<file path="config.mk">
export PLATFORM = sky130hd
export DESIGN_NAME = operand_capture
export DESIGN_NICKNAME = d
export VERILOG_FILES = /design/src/rtl/operand_capture.sv
export SDC_FILE = /design/constraint.sdc
export NUM_CORES = 1
export LEC_CHECK = 0
export BUFFER_PORTS_ARGS = -buffer_cell sky130_fd_sc_hd__clkbuf_2
export CAP_MARGIN = 15
export CORE_AREA = 5 5 306 308
export CTS_BUF_LIST = sky130_fd_sc_hd__clkbuf_8
export DETAILED_ROUTE_END_ITERATION = 12
export DIE_AREA = 0 0 311 313
export HOLD_SLACK_MARGIN = 0.02
export PLACE_DENSITY = 0.46
export SLEW_MARGIN = 20
export SYNTH_ARGS = -nofsm -noshare
export SYNTH_HDL_FRONTEND = slang
export SYNTH_SLANG_ARGS = --single-unit
</file>
<file path="constraint.sdc">
create_clock -name i_clk -period 1.8 [get_ports i_clk]
set_clock_uncertainty 0.05 [all_clocks]
set_input_delay 0 -clock i_clk [delete_from_list [all_inputs] [get_ports i_clk]]
set_output_delay 0 -clock i_clk [all_outputs]
set_load 0.02 [all_outputs]
</file>
<file path="src/rtl/operand_capture.sv">
// Operand loader for the crypto datapath: debounces the push-button, snapshots the operand lanes
// on each debounced press and holds them behind a valid/ready handshake.
//
//   state    | meaning
//   ---------+---------------------------------------------------------------
//   IDLE     | no pending snapshot; a debounced rise captures the lanes
//   HOLD     | snapshot valid, waiting for the core to accept it
//   WAIT_REL | snapshot consumed while the button is still held down
module operand_capture #(
  parameter int DATA_W          = 128,
  parameter int N_CH            = 3,
  parameter int DEBOUNCE_CYCLES = 16
) (
  input  logic                   i_clk,
  input  logic                   i_rst,
  input  logic                   i_press,
  input  logic [N_CH*DATA_W-1:0] i_data,
  input  logic [N_CH-1:0]        i_ch_en,
  input  logic                   i_ready,
  output logic [N_CH*DATA_W-1:0] o_data,
  output logic                   o_valid,
  output logic                   o_busy,
  output logic                   o_overrun,
  output logic [7:0]             o_capture_cnt
);

  localparam int CNT_W = $clog2(DEBOUNCE_CYCLES + 1);
  localparam logic [CNT_W-1:0] CNT_LAST = CNT_W'(DEBOUNCE_CYCLES - 1);

  typedef enum logic [1:0] {
    IDLE     = 2'd0,
    HOLD     = 2'd1,
    WAIT_REL = 2'd2
  } state_t;

  state_t                  state;
  logic                    s1;
  logic                    s2;
  logic                    press_db;
  logic [CNT_W-1:0]        cnt;
  logic                    rise;
  logic [N_CH*DATA_W-1:0]  cap_data;

  always_ff @(posedge i_clk) begin
    if (i_rst) begin
      s1 <= 1'b0;
      s2 <= 1'b0;
    end else begin
      s1 <= i_press;
      s2 <= s1;
    end
  end

  // rise is set on the same edge press_db goes high, so it is visible the cycle after the change
  always_ff @(posedge i_clk) begin
    if (i_rst) begin
      press_db <= 1'b0;
      cnt      <= '0;
      rise     <= 1'b0;
    end else begin
      rise <= 1'b0;
      if (s2 == press_db) begin
        cnt <= '0;
      end else if (cnt == CNT_LAST) begin
        press_db <= s2;
        cnt      <= '0;
        rise     <= s2;
      end else begin
        cnt <= cnt + CNT_W'(1);
      end
    end
  end

  always_comb begin
    cap_data = '0;
    for (int k = 0; k < N_CH; k++) begin
      if (i_ch_en[k]) cap_data[k*DATA_W +: DATA_W] = i_data[k*DATA_W +: DATA_W];
    end
  end

  always_ff @(posedge i_clk) begin
    if (i_rst) begin
      state         <= IDLE;
      o_data        <= '0;
      o_valid       <= 1'b0;
      o_busy        <= 1'b0;
      o_overrun     <= 1'b0;
      o_capture_cnt <= 8'd0;
    end else begin
      case (state)
        IDLE: begin
          if (rise) begin
            o_data        <= cap_data;
            o_valid       <= 1'b1;
            o_capture_cnt <= o_capture_cnt + 8'd1;
            state         <= HOLD;
            o_busy        <= 1'b1;
          end
        end
        HOLD: begin
          if (rise) o_overrun <= 1'b1;
          if (o_valid && i_ready) begin
            o_valid <= 1'b0;
            if (press_db) begin
              state  <= WAIT_REL;
              o_busy <= 1'b1;
            end else begin
              state  <= IDLE;
              o_busy <= 1'b0;
            end
          end
        end
        WAIT_REL: begin
          if (!press_db) begin
            state  <= IDLE;
            o_busy <= 1'b0;
          end
        end
        default: begin
          state   <= IDLE;
          o_valid <= 1'b0;
          o_busy  <= 1'b0;
        end
      endcase
    end
  end

endmodule

</file>
==> results.json, run 1 <==
{
  "drtPass1Iterations": 7,
  "ir_drop_mv": 0.429,
  "endpoint_kind": "flip-flop",
  "fin_area_um2": 28900,
  "wl_met2_mm": 34.9,
  "cp_data_arrival_time_ps": 2280,
  "postPlaceCellArea_um2": 20200,
  "start_util": 0.161,
  "drtAntennaViolNets": 0,
  "row_count": 111,
  "power_density_nw_per_um2": 699,
  "ys_warn_count": 0,
  "die_area_um2": 97300,
  "outcome": "finished clean",
  "min_path_type": "in2reg",
  "die_w_um": 311,
  "place_congestion": 0.830,
  "synth_top_family_by_area": "simple AND/OR/NAND/NOR gates",
  "post-route-period-util": 0.997,
  "htreeDepth": 3,
  "maxCapViolations": 0,
  "synth_seq_cells": 406,
  "postLayoutCoreUtil": 0.318,
  "dp.final_hpwl_mm": 46.1,
  "critPathBufInv": 2,
  "via_per_inst": 4.16,
  "drv_slew": 0,
  "rsz0062_at_grt": "true",
  "p_int_mw": 15.3,
  "hold_end": "o_data[137]",
  "ys_types": 30,
  "grt_usage": 0.137,
  "cts.sinks": 406,
  "hold_viol_final": 0,
  "pin_count": 786,
  "first_global_vias": 19500,
  "period_needed_ps": 1790,
  "power_mw": 20.2,
  "fin_nets": 3676,
  "combPwrFrac": 0.105,
  "setup_viol": 0,
  "synthToLayoutAreaGrowth_pct": 98.0,
  "routedWlPerCell_um": 15.6,
  "syn_area_per_cell_um2": 8.08,
  "port_buffers": 785,
  "cpLargestDelayFamily": "simple AND/OR/NAND/NOR gates",
  "max_freq_mhz": 557,
  "vias": 18800,
  "synthesis.area_um2": 14600,
  "cts_tree": "done",
  "hold_start": "i_data[137]",
  "seq_power_share": 0.446,
  "drt-total-wl_mm": 70.5,
  "ff2ff_path_depth": 5,
  "critPathSlowestCell": "or3b_4",
  "syn-num-nets": 2198,
  "grt_antenna_before_repair": 1,
  "swShare": 0.240,
  "worstReg2RegStart": "state[1]",
  "crit_path_max_fanout": 61,
  "drc": 0,
  "worst_slew_pin_slew_ps": 726,
  "holdPathStages": 4,
  "synthAdderAreaFrac": 0.00257,
  "crit_type": "reg2reg",
  "clockPowerShare": 0.449,
  "timing.hold.ws_ps": 128,
  "mostFrequentLayoutCell": "clkbuf_2",
  "cts_buffers": 79,
  "grt_pass1_wl_mm": 110,
  "required_ps": 2280,
  "clkLatencyLatePin_ps": 660,
  "overflow": 0,
  "yosysSeqAreaShare": 0.557,
  "layout_common_cells": "clkbuf_2 (781), dlygate4sd3_1 (708), dfxtp_1 (405), a21oi_1 (391), nand2_1 (387)",
  "start_kind": "flip-flop",
  "core_um2": 90800,
  "synth_compound_area_frac": 0.139,
  "cts_buffer_depth": 3,
  "wl_met1_mm": 27.3,
  "drtIter0Drc": 1163,
  "yosys.area_share.simple": 0.245,
  "slew_headroom": 0.516,
  "cp_cell_sequence": "or3b_4 > buf_16 > buf_12 > nand2_1 > a21oi_1",
  "layout-drive-gt1-share": 0.294,
  "p_leak_nw": 12.0,
  "cpPeakStageDelay_ps": 470,
  "power_switching_mw": 4.84,
  "syn_inst": 1804,
  "synth_xor_area_frac": 0.00240,
  "clk_pin_slew_ps": 60,
  "synth.area.mux_share": 0.00249,
  "dr.max_layer_used": "met4",
  "reg2reg_slack_ps": 5,
  "met3_length_mm": 5.04,
  "grt_max_degree": 82,
  "timing.rr.end": "o_data[115]",
  "root_buffer": "clkbuf_8",
  "die_h_um": 313
}
tightest hold or removal path, stage by stage:
cell           delay [ps]
dlygate4sd3_1         550
clkbuf_2              110
nand3_1                70
a21oi_1                60
area by class of cell:
class,instances,area [um^2]
inverters,5,18.8
clock buffers,96,1320
clock inverters,40,206
flip-flops and latches,406,8130
multi-input cells,1218,5730
repair buffers,1572,12000
well taps,1186,1480
diodes,1,2.50
fillers,9382,62000
cells by family after synthesis:
| family | after synthesis |
|---|---|
| xor gates and xnor gates | 4 |
| AOI/OAI and AO/OA | 402 |
| muxes | 3 |
| DFF | 406 |
| adders and majority gates | 3 |
| and+or+nand+nor | 806 |
| buffers and inverters | 180 |
sequential cells by signal (all words and copies together), names as in the netlist:
| signal | cells |
|---|---|
| o_data | 384 |
| o_capture_cnt | 8 |
| cnt | 5 |
| state | 2 |
| o_busy | 1 |
| o_overrun | 1 |
| o_valid | 1 |
| press_db | 1 |
| rise | 1 |
| s1 | 1 |
| s2 | 1 |
synthesized netlist by cell type:
library cell / count / area share
and3_1: 1 / 0.00043
a21oi_1: 392 / 0.13
mux2i_1: 1 / 0.00069
a31oi_1: 2 / 0.00086
o211a_1: 2 / 0.0014
o21ai_0: 4 / 0.0014
and4b_1: 1 / 0.00069
xnor2_1: 3 / 0.0018
mux2_4: 1 / 0.0010
nor2b_1: 7 / 0.0030
nor2_1: 11 / 0.0028
or3b_1: 1 / 0.00060
nand2_1: 387 / 0.10
ha_1: 3 / 0.0026
clkbuf_1: 129 / 0.033
nand4_1: 3 / 0.0013
o31ai_1: 2 / 0.0010
buf_2: 44 / 0.015
inv_1: 5 / 0.0013
nand2b_1: 1 / 0.00043
buf_6: 1 / 0.00077
xor2_1: 1 / 0.00060
nor3b_1: 1 / 0.00052
nor4bb_1: 1 / 0.00069
buf_1: 1 / 0.00026
dfxtp_1: 406 / 0.56
or3_1: 4 / 0.0017
nand3_1: 386 / 0.13
mux2_2: 1 / 0.00077
or4_1: 2 / 0.0010
stage by stage:
| step | worst slack, ps | setup TNS [ps] | std cells |
|---|---|---|---|
| 4_1_cts | 55.5 | 0 | 4522 |
| 3_3_place_gp | 90.2 | 0 | 3678 |
| 6_report | 5.34 | 0 | 4524 |
| 5_1_grt | -4.52 | -8.91 | 4524 |
| 3_5_place_dp | 90.7 | 0 | 3678 |
| 2_1_floorplan | 99.8 | 0 | 1804 |
timing repair:
item,in CTS,in global routing
setup buffers,0,0
hold endpoints to repair,401,0
endpoints found under the setup margin,0,26
resized for setup,0,9
hold buffers,708,0
how the worst max path moves through the flow:
stage                     slack [ps]               end  depth (start not counted)     start
final                              5       o_data[115]                          5  state[1]
after global routing              -5       o_data[186]                          5  state[1]
after CTS                         60       o_data[282]                          6      rise
after detailed placement          90       o_data[282]                          6      rise
after global placement            90       o_data[282]                          6      rise
after floorplan                  100  o_capture_cnt[6]                          5  state[0]
layer usage:
| layer | vias to the layer above | global-route usage |
|---|---|---|
| met3 | 181 | 0.0372 |
| met4 | 0 | 0.0725 |
| met2 | 786 | 0.239 |
| met5 | - | 0 |
| met1 | 8769 | 0.153 |
| li1 | 9100 | - |
power groups by stage:
stage,sequential [mW],combinational [mW],clock (mW)
after CTS,8.99,2.08,9.50
after global routing,8.99,2.26,9.86
final,8.99,2.12,9.05
after detailed placement,9.19,0.863,0
after global placement,9.19,0.870,0
after floorplan,9.19,0.247,0
Note: power is estimated with default switching activity, not from simulation.
==> run 2, diff against run 1 <==
--- a/config.mk
+++ b/config.mk
@@ -12,7 +12,6 @@
 export DETAILED_ROUTE_END_ITERATION = 12
 export DIE_AREA = 0 0 311 313
 export HOLD_SLACK_MARGIN = 0.02
-export PLACE_DENSITY = 0.46
 export SLEW_MARGIN = 20
 export SYNTH_ARGS = -nofsm -noshare
 export SYNTH_HDL_FRONTEND = slang
==> constraint.sdc (replaced) <==
create_clock -name i_clk -period 2.3 [get_ports i_clk]
set_clock_uncertainty 0.05 [all_clocks]
set_input_delay 0 -clock i_clk [delete_from_list [all_inputs] [get_ports i_clk]]
set_output_delay 0 -clock i_clk [all_outputs]
set_load 0.02 [all_outputs]
==> results.json, run 2 <==
{
  "synth_async_sr_flop_share": 0,
  "cts.sinks": 406,
  "synthesis.area_um2": 14600,
  "synth_seq_cells": 406,
  "synth_xor_area_frac": 0.00240,
  "synth_top_family_by_area": "simple AND/OR/NAND/NOR gates",
  "place_congestion": 0.900,
  "root_buffer": "clkbuf_8",
  "cts_buffers": 73,
  "htreeDepth": 3,
  "syn-num-nets": 2198,
  "port_buffers": 785,
  "cts_buffer_depth": 3,
  "row_count": 111,
  "tool.error": "[ERROR RSZ-0060] Max buffer count reached.",
  "pin_count": 786,
  "synth.most_common_cell": "dfxtp_1",
  "pre_cts_ws_ps": 486,
  "synth_top_area_frac": 0.557,
  "cts_setup_buffers": 0,
  "die_w_um": 311,
  "synthAdderAreaFrac": 0.00257,
  "synth_compound_area_frac": 0.139,
  "start_util": 0.161,
  "synth_edf_count": 0,
  "ys.flop_type": "dfxtp_1",
  "yosysSeqAreaShare": 0.557,
  "outcome": "did not finish",
  "synthTopCellsByArea": "dfxtp_1 (56%), a21oi_1 (13%), nand3_1 (13%)",
  "syn_inst": 1804,
  "ys_warn_count": 0,
  "dp.final_hpwl_mm": 43.2,
  "die_h_um": 313,
  "syn_area_per_cell_um2": 8.08,
  "lastStage": "clock tree synthesis",
  "synth.area.mux_share": 0.00249,
  "dp_cells": 3668,
  "hold_buffers": 758,
  "yosys.area_share.simple": 0.245,
  "synthTopCellsByCount": "dfxtp_1 (406), a21oi_1 (392), nand2_1 (387)",
  "cts.repair.resized": 0,
  "yosys.area.top_type": "dfxtp_1",
  "ys_types": 30
}
-- run 2: cell families after synthesis --
family / after synthesis
AO/OA/AOI/OAI: 402
AND/OR/NAND/NOR: 806
XOR/XNOR: 4
flip-flops: 406
buffers and inverters: 180
multiplexers: 3
adder cells (fa/ha/maj): 3
-- run 2: metrics by stage --
step / hold slack [ps] / instance area, um^2 / utilization
floorplan: 78.2 / 14600 / -
detailed placement: 168 / 20000 / 0.220
global placement: 165 / 20000 / 0.220
==> run 3, diff against run 2 <==
--- a/config.mk
+++ b/config.mk
@@ -8,10 +8,9 @@
 export BUFFER_PORTS_ARGS = -buffer_cell sky130_fd_sc_hd__clkbuf_2
 export CAP_MARGIN = 15
 export CORE_AREA = 5 5 306 308
-export CTS_BUF_LIST = sky130_fd_sc_hd__clkbuf_8
 export DETAILED_ROUTE_END_ITERATION = 12
 export DIE_AREA = 0 0 311 313
-export HOLD_SLACK_MARGIN = 0.02
+export PLACE_DENSITY_LB_ADDON = 0.15
 export SLEW_MARGIN = 20
 export SYNTH_ARGS = -nofsm -noshare
 export SYNTH_HDL_FRONTEND = slang
==> results.json, run 3 (synthesized netlist as in run 1, its figures left out) <==
{
  "core_um2": 90800,
  "routedWlPerCell_um": 16.9,
  "grt_antenna_before_repair": 4,
  "layout_common_cells": "clkbuf_2 (781), dlygate4sd3_1 (416), dfxtp_1 (406), a21oi_1 (392), nand2_1 (387)",
  "regMostFlops": "o_data",
  "synthToLayoutAreaGrowth_pct": 77.3,
  "rsz0062_at_grt": "false",
  "final.setup.tns_ps": 0,
  "endpoint_kind": "flip-flop",
  "port_buffers": 785,
  "drtPass1Iterations": 8,
  "max_freq_mhz": 468,
  "pin_count": 786,
  "drc": 0,
  "die_area_um2": 97300,
  "hold_end": "o_data[280]",
  "grt_max_degree": 91,
  "holdPathStages": 4,
  "drv_slew": 0,
  "period_needed_ps": 2140,
  "mostFrequentLayoutCell": "clkbuf_2",
  "overflow": 0,
  "setup_ws_ps": 161,
  "grt_pass1_wl_mm": 107,
  "drt-total-wl_mm": 70.5,
  "timing.rr.end": "o_data[241]",
  "start_kind": "flip-flop",
  "ff2ff_path_depth": 6,
  "row_count": 111,
  "root_buffer": "clkbuf_16",
  "cts_tree": "done",
  "post-route-period-util": 0.930,
  "largest_reg_flops": 384,
  "fin_nets": 3337,
  "maxCapViolations": 0,
  "cp_data_arrival_time_ps": 2600,
  "setup_viol": 0,
  "vias": 17100,
  "hold_start": "i_data[280]",
  "outcome": "finished clean",
  "crit_path_max_fanout": 52,
  "regArea_um2": 8130,
  "grt_usage": 0.136,
  "cts_buffer_depth": 3,
  "die_w_um": 311,
  "htreeDepth": 2,
  "clkLatencyLatePin_ps": 580,
  "power_density_nw_per_um2": 626,
  "reg2reg_slack_ps": 160,
  "drtIter0Drc": 806,
  "cts.sinks": 406,
  "start_util": 0.161,
  "dp.final_hpwl_mm": 50.1,
  "first_global_vias": 17500,
  "p_leak_nw": 10.5,
  "min_path_type": "in2reg",
  "place_congestion": 0.848,
  "via_per_inst": 4.10,
  "worst_slew_pin_slew_ps": 550,
  "multi_input_comb_area_um2": 5730,
  "hold_viol_final": 0,
  "pre_cts_ws_ps": 323,
  "drtAntennaViolNets": 0,
  "layout-drive-gt1-share": 0.309,
  "clk_pin_slew_ps": 60,
  "slew_headroom": 0.633,
  "die_h_um": 313,
  "n_fill_cell": 9805,
  "ir_drop_mv": 0.445,
  "top_regs": "o_data: 384 flops, o_capture_cnt: 8 flops, cnt: 5 flops",
  "worstReg2RegStart": "state[0]",
  "cts_buffers": 50,
  "crit_type": "reg2reg",
  "required_ps": 2770
}
==> run 3: stage by stage <==
stage	hold slack, ps	instance area [um^2]	power [mW]	instances	utilization
final	171	25900	16.2	4168	0.285
after detailed placement	168	20000	7.87	3657	0.220
after floorplan	78.2	14600	7.38	1804	-
after global routing	144	25900	16.9	4168	0.285
after CTS	99.4	25800	16.5	4160	0.284
after global placement	173	20000	7.88	3657	0.220
==> run 3: final cells by class <==
type                            count  area share
Timing Repair Buffer             1262       0.343
Clock buffer                       78      0.0575
Sequential cell                   406       0.314
Antenna cell                        4    0.000387
Multi-Input combinational cell   1218       0.222
Clock inverter                      9     0.00489
Inverter                            5    0.000726
Tap cell                         1186      0.0574
==> run 3: worst max-delay path, cell delays in order (launching register included) <==
cell	delay, ps
dfxtp_1	400
nor3b_4	240
buf_4	150
buf_12	270
nand3_1	150
dlygate4sd3_1	620
a21oi_1	150
==> run 3: where the power goes <==
part           internal, mW  switching, mW  total [mW]
Sequential             7.04        0.00118        7.04
Clock                  4.74           3.18        7.92
Combinational         0.729          0.497        1.23
==> run 3: worst max-delay path by stage <==
stage / to / slack (ps) / cells after the start / from
global placement: o_data[379] / 380 / 5 / state[0]
finish: o_data[241] / 160 / 6 / state[0]
CTS: o_data[310] / 20 / 6 / state[0]
global route: o_data[2] / 10 / 6 / state[0]
floorplan: o_capture_cnt[6] / 600 / 5 / state[0]
detailed placement: o_data[127] / 320 / 5 / state[0]
==> run 3: routing by layer <==
layer | part of all wire | vias to the layer above | GRT usage
li1 | - | 8421 | -
met1 | 0.40 | 7970 | 0.160
met2 | 0.50 | 567 | 0.241
met3 | 0.064 | 125 | 0.0339
met4 | 0.034 | 0 | 0.0477
met5 | 0 | - | 0
==> run 3: repair_timing <==
item                                    in CTS  in global routing
hold endpoints to repair                   398                  0
gates resized for setup                      0                  1
setup buffers                                0                  3
hold buffers                               416                  0
endpoints found under the setup margin       0                  7
